## src/rtl/fns_dec_seq.sv

```systemverilog
// Serial Fibonacci-numeral-system decoder: one codeword bit per cycle,
// weights generated on the fly, early exit after the highest set bit.
module fns_dec_seq #(
  parameter int N  = 20,
  parameter int DW = 15
) (
  input  logic          clk,
  input  logic          rst_n,
  input  logic          in_valid,
  output logic          in_ready,
  input  logic [N-1:0]  codein,
  output logic          out_valid,
  input  logic          out_ready,
  output logic [DW-1:0] dataout,
  output logic          ovf,
  output logic          busy
);

  typedef enum logic [1:0] {
    IDLE,
    RUN,
    DONE
  } state_t;

  state_t        r_state;
  logic [N-1:0]  r_shift;
  logic [DW:0]   r_acc;
  logic [DW:0]   r_cur;
  logic [DW:0]   r_nxt;

  // Bit DW of a weight is a sticky ">= 2^DW" flag over a modulo-2^DW
  // value, so a saturated weight is recognisable yet the sum stays exact.
  logic [DW:0]   w_add;
  logic [DW:0]   w_wadd;
  logic [DW:0]   w_nxt;
  logic          w_last;

  assign w_add  = {1'b0, r_acc[DW-1:0]} + {1'b0, r_cur[DW-1:0]};
  assign w_wadd = {1'b0, r_cur[DW-1:0]} + {1'b0, r_nxt[DW-1:0]};
  assign w_nxt  = {r_cur[DW] | r_nxt[DW] | w_wadd[DW], w_wadd[DW-1:0]};
  assign w_last = (r_shift[N-1:1] == '0);

  always_ff @(posedge clk or negedge rst_n) begin
    if (!rst_n) begin
      r_state <= IDLE;
      r_shift <= '0;
      r_acc   <= '0;
      r_cur   <= '0;
      r_nxt   <= '0;
    end else begin
      case (r_state)
        IDLE: begin
          if (in_valid) begin
            r_shift <= codein;
            r_acc   <= '0;
            r_cur   <= {{DW{1'b0}}, 1'b1};
            r_nxt   <= {{DW{1'b0}}, 1'b1};
            r_state <= (codein == '0) ? DONE : RUN;
          end
        end
        RUN: begin
          // Top acc bit is the sticky overflow for this word
          if (r_shift[0])
            r_acc <= {r_acc[DW] | w_add[DW] | r_cur[DW],
                      w_add[DW-1:0]};
          r_shift <= r_shift >> 1;
          r_cur   <= r_nxt;
          r_nxt   <= w_nxt;
          if (w_last)
            r_state <= DONE;
        end
        DONE: begin
          if (out_ready)
            r_state <= IDLE;
        end
        default: r_state <= IDLE;
      endcase
    end
  end

  assign in_ready  = (r_state == IDLE);
  assign out_valid = (r_state == DONE);
  assign busy      = (r_state != IDLE);
  assign dataout   = r_acc[DW-1:0];
  assign ovf       = r_acc[DW];

endmodule

```

## config.mk

```make
export PLATFORM = sky130hd
export DESIGN_NAME = fns_dec_seq
export DESIGN_NICKNAME = d
export VERILOG_FILES = /design/src/rtl/fns_dec_seq.sv
export SDC_FILE = /design/constraint.sdc
export NUM_CORES = 1
export LEC_CHECK = 0
export CORE_MARGIN = 10
export CORE_UTILIZATION = 52
export CTS_CLUSTER_SIZE = 30
export DETAILED_ROUTE_END_ITERATION = 10
export PLACE_DENSITY = 0.83
export SETUP_SLACK_MARGIN = 0.3
export SYNTH_ARGS = -nofsm -noshare
export SYNTH_HDL_FRONTEND = slang
export SYNTH_SLANG_ARGS = --single-unit
```

## constraint.sdc

```tcl
create_clock -name clk -period 1.95 [get_ports clk]
set_input_delay 0.39 -clock clk [delete_from_list [all_inputs] [get_ports clk]]
set_output_delay 0.39 -clock clk [all_outputs]
set_load 0.01 [all_outputs]
```

== Word level (Yosys, flattened, before mapping) ==
Index checks and enable logic that the tools add are counted.
Widths: inputs -> output; s select.

* Reduce and logical (&&, ||, !) cells: 8
* Add/sub/neg operators: 2
* Equality and inequality tests: 6
* Mux-type cells: 13
* Bitwise operators: 4

{| class="wikitable"
|+ Operators by type and width
! kind !! count
|-
| $pmux 16 s2 || 3
|-
| $mux 16 || 3
|-
| $pmux 20 s2 || 1
|-
| $add 15x15->16 || 2
|-
| $logic_not 20->1 || 1
|-
| $mux 20 || 1
|-
| $logic_not 19->1 || 1
|-
| $mux 2 || 4
|-
| $ne 2x2->1 const B || 3
|-
| $pmux 2 s3 || 1
|-
| $reduce_and 3->1 || 2
|-
| $or 1x1->1 || 4
|-
| $reduce_bool 2->1 || 2
|-
| $eq 2x1->1 const B || 1
|-
| $eq 2x2->1 const B || 1
|-
| $logic_not 2->1 || 1
|-
| $ne 2x1->1 const B || 1
|-
| $reduce_and 2->1 || 1
|}

* Output and inout bits: 19
* Register bits after elaboration: 70
* Input port bits: 24

== Logic depth before layout (Yosys ltp) ==
* Word-level depth: 5
* Gate-level depth with buffers: 8

== Least setup slack after synthesis ==
No wires, ideal clock.

* Path kind: reg2reg
* Start point: register r_acc[0]
* End point: register r_acc[8]
* Buffers on the path: 0
* Required time: 1.828 ns
* Stages on the path, launching flop included: 9
* Slack: -0.103 ns
* Clock period less this slack: 2.053 ns
* Library setup time: 0.122 ns
* Arrival: 1.932 ns
* Cells stage by stage: dfrtp_1 ha_1 inv_1 fa_1 nor2b_1 o2111ai_2 a31oi_1 o21ai_0 a32o_1

* Cells in the longest elaborated chain, start to end: 3

{| class="wikitable"
|+ Ends and longest elaborated chain
! item !! RTL line !! source
|-
| from (decl) || 27 || <nowiki>logic [DW:0] r_acc;</nowiki>
|-
| from (signal assigned) || 64 || <nowiki>r_acc <= {r_acc[DW] | w_add[DW] | r_cur[DW],</nowiki>
|-
| $add 15x15->16 || 38 || <nowiki>assign w_add = {1'b0, r_acc[DW-1:0]} + {1'b0, r_cur[DW-1:0]};</nowiki>
|-
| $mux 16 || 63 || <nowiki>if (r_shift[0])</nowiki>
|-
| $pmux 16 s2 || 51 || <nowiki>case (r_state)</nowiki>
|}

No other way between the ends. The select of a mux whose other input is x is not followed.
A chain may end at the register's enable or synchronous reset.

== Worst setup path after layout ==
* Start point: register r_cur[0]
* End point: register r_acc[8]

* Cells in the longest elaborated chain, start to end: 3

{| class="wikitable"
|+ Ends and longest elaborated chain
! item !! RTL line !! source
|-
| from (decl) || 28 || <nowiki>logic [DW:0] r_cur;</nowiki>
|-
| from (signal assigned) || 56 || <nowiki>r_cur <= {{DW{1'b0}}, 1'b1};</nowiki>
|-
| from (signal assigned) || 67 || <nowiki>r_cur <= r_nxt;</nowiki>
|-
| $add 15x15->16 || 38 ||
|-
| $mux 16 || 63 ||
|-
| $pmux 16 s2 || 51 ||
|}

No other way between the ends. The select of a mux whose other input is x is not followed.

==> metrics.yaml <==
grt_pass1_wl_um: 21300
timing.rr.start: "r_cur[0]$_DFFE_PN0P_"
hpwl_um: 8830
stdcell_area_mm2: 0.00616
outcome: "finished with violations"
ys_seq_area_frac: 0.392
wirelength_um: 13200
layout-drive-gt1-share: 0.275
grt.total_usage: 0.197
p_clk_frac: 0.127
maxCapViolCount: 0
post-route-period-util: 1.07
cts.htree.levels: 3
dr_total_vias: 4433
grt_max_degree: 71
cts_made_buffers: 9
synthMuxAreaShare: 0.00699
hp-class: "in -> async"
critical_path_required_ns: 2.19
syn_area_mm2: 0.00447
clockBufferDepth: 2
netlist-cell-type-count: 63
rsz0062_at_grt: "true"
multi_input_area_mm2: 0.00307
final_util: 0.743
leakage_nw: 2.68
synth_nets: 566
io_buffers: 42
ios: 43
critPathKind: "reg -> reg"
synth_top_area_frac: 0.392
synth_area_leaders: "dfrtp_1, ha_1, nand2_1"
fp.dieArea_mm2: 0.0127
p_seq_frac: 0.269
grt_pass1_vias: 4425
num_antenna_cells: 0
synth_xor_area_frac: 0.0176
skew_ns: 0.0170
synth-edff-count: 0
endpoint: "r_acc[8]$_DFFE_PN0P_"
yosysWarnings: 0
crit_start: "r_cur[0]$_DFFE_PN0P_"
holdBufCountCts: 0
drc: 0
mostFrequentLayoutCell: "nand2_1"
p_switching_mw: 4.54
slowest_delay_ns: 0.41
async_flop_share: 1.00
cts_tree: "built"
synth_top_family_by_area: "compound AO/OA/AOI/OAI gates"
timing.final.ws_setup_ns: -0.143
max_clock_freq_ghz: 0.478
switching_share: 0.438
viasPerCell: 6.32
end_kind: "flop"
clk_latency_ns: 0.35
grt_overflow: 0
path_cells: "ha_2 -> inv_2 -> fa_2 -> nor2b_4 -> o2111ai_4 -> a31oi_4 -> or3_4 -> a32o_1"
initialDrtViolationCount: 533
fin_nets: 648
power_mw: 10.4
final_cell_mix: "nand2_1, dfrtp_1, buf_4"
die_height_um: 113
p_int_mw: 5.83
nFillCells: 561
peakVddDrop_uv: 900
cp_max_fo: 4
avgSynthCellArea_um2: 8.77
slew_headroom: 0.631
cp.arrival_ns: 2.33
p_comb_frac: 0.604
synth_area_leader_cell: "dfrtp_1"
clk_pin_slew_ns: 0.09
antenna_found_initial: 0
ys_ff_latch: 70
period_minus_slack_ns: 2.09
worst_pin_slew_ns: 0.548
cp-start-kind: "flop"
powerDensity_mw_per_mm2: 1680
die_w_um: 113
cts_root_buffer: "clkbuf_8"
ys.flop_type: "dfrtp_1"
ff2ff_path_depth: 8
synthSimpleGateAreaFrac: 0.193
gp_congestion: 0.934
hold_violations: 0
first_pass_iters: 5
coreArea_mm2: 0.00830
synth_cells: 510
synth_fa_ha_area_frac: 0.0929
start_util: 0.539
place_area_mm2: 0.00543
num_rows: 33
cts.sink_count: 70
cpMaxStageDelayCell: "dfrtp_1"
ant_nets: 0
slew_viol_final: 0
area_delta_synth_final_pct: 37.8
violations: "setup timing"
synth_compound_area_frac: 0.259
fin_hold_ws_ns: 0.0476
r2r-end: "r_acc[8]$_DFFE_PN0P_"
final-setup-viol-count: 6
place_ws_ns: -0.0954
seq_area_mm2: 0.00176
routedWlPerCell_um: 18.8
r2r_slack_ns: -0.14
## how the worst min path moves through the flow
stage,startpoint,cells after the start,to
6_report,rst_n,2,r_acc[4]$_DFFE_PN0P_
5_1_grt,rst_n,2,r_acc[5]$_DFFE_PN0P_
4_1_cts,rst_n,2,r_acc[4]$_DFFE_PN0P_
3_5_place_dp,rst_n,2,r_acc[4]$_DFFE_PN0P_
3_3_place_gp,rst_n,2,r_acc[3]$_DFFE_PN0P_
2_1_floorplan,rst_n,0,r_acc[0]$_DFFE_PN0P_
## registers in the layout, indices dropped and copies added (netlist names)
register / flops
r_shift: 20
r_acc: 16
r_cur: 16
r_nxt: 16
r_state: 2
## cells in the mapped netlist, types with 2 or more instances
library cell and instances:
o21bai_1 2, ha_1 30, o2111ai_1 3, a21oi_2 5, o21ai_0 32, a21o_1 9, a22oi_1 5, nor2_1 45
buf_2 9, a22o_1 15, or2_1 2, and3_1 2, o31ai_1 4, nand4_1 8, nand2b_1 8, o21a_1 5
a31oi_1 23, clkbuf_1 10, o22ai_1 2, nor2b_1 5, nand3_1 9, o22a_1 2, nor3_1 5, buf_1 7
a21oi_1 24, fa_1 2, o41ai_1 2, a211o_1 2, xnor2_1 4, or3_1 5, inv_2 2, inv_1 13
o21ai_1 5, nor4_1 10, and4_1 2, a211oi_1 6, xor2_1 5, nand2_1 77, o211ai_1 4, mux2i_1 2
a32o_1 5, or4_1 3, dfrtp_1 70
## through the flow
step | std cells | TNS [ns]
finish | 701 | -0.441
global placement | 667 | -0.0115
global route | 701 | -1.23
detailed placement | 667 | -0.368
CTS | 691 | -0.261
floorplan | 510 | 0
## power groups by stage
| stage | Combinational (mW) | Sequential [mW] | Clock (mW) |
|---|---|---|---|
| finish | 6.26 | 2.79 | 1.32 |
| global route | 6.78 | 2.86 | 1.38 |
| CTS | 5.80 | 2.76 | 1.31 |
| detailed placement | 5.31 | 2.74 | 0 |
| global placement | 5.13 | 2.70 | 0 |
| floorplan | 3.60 | 2.62 | 0 |
## repair_timing
action / 4_1_cts / 5_1_grt
resized for setup: 69 / 44
buffers inserted: 8 / 10
gates cloned: 1 / 0
setup endpoints to repair: 44 / 33
pin swaps: 36 / 34
## kinds of logic after synthesis
kind of cell / after synthesis
AOI/OAI and AO/OA: 167
xor gates and xnor gates: 9
adders and majority gates: 32
buffers and inverters: 42
DFF: 70
muxes: 3
and+or+nand+nor: 187
## cell type report
type,count,area share
multi-input combinational,398,0.498
clock inverter,4,0.0118
inverter,15,0.00914
sequential,70,0.285
clock buffer,11,0.0229
timing repair buffer,98,0.151
tap,105,0.0213
## per-layer routing
layer | track usage | up-vias | routed length [um]
met1 | 0.230 | 2169 | 5570
met4 | 0.0736 | 0 | 291
met3 | 0.0497 | 28 | 804
met5 | 0 | - | 0
li1 | - | 2056 | -
met2 | 0.341 | 180 | 6530
## worst max-delay path: cells and delay by family (launching register included)
family	cells	cell delay, ns
DFF	1	0.41
AOI/OAI and AO/OA	3	0.69
and+or+nand+nor	2	0.41
adders and majority gates	2	0.43
buffers and inverters	1	0.06
Power figures use the tool's default switching activity.
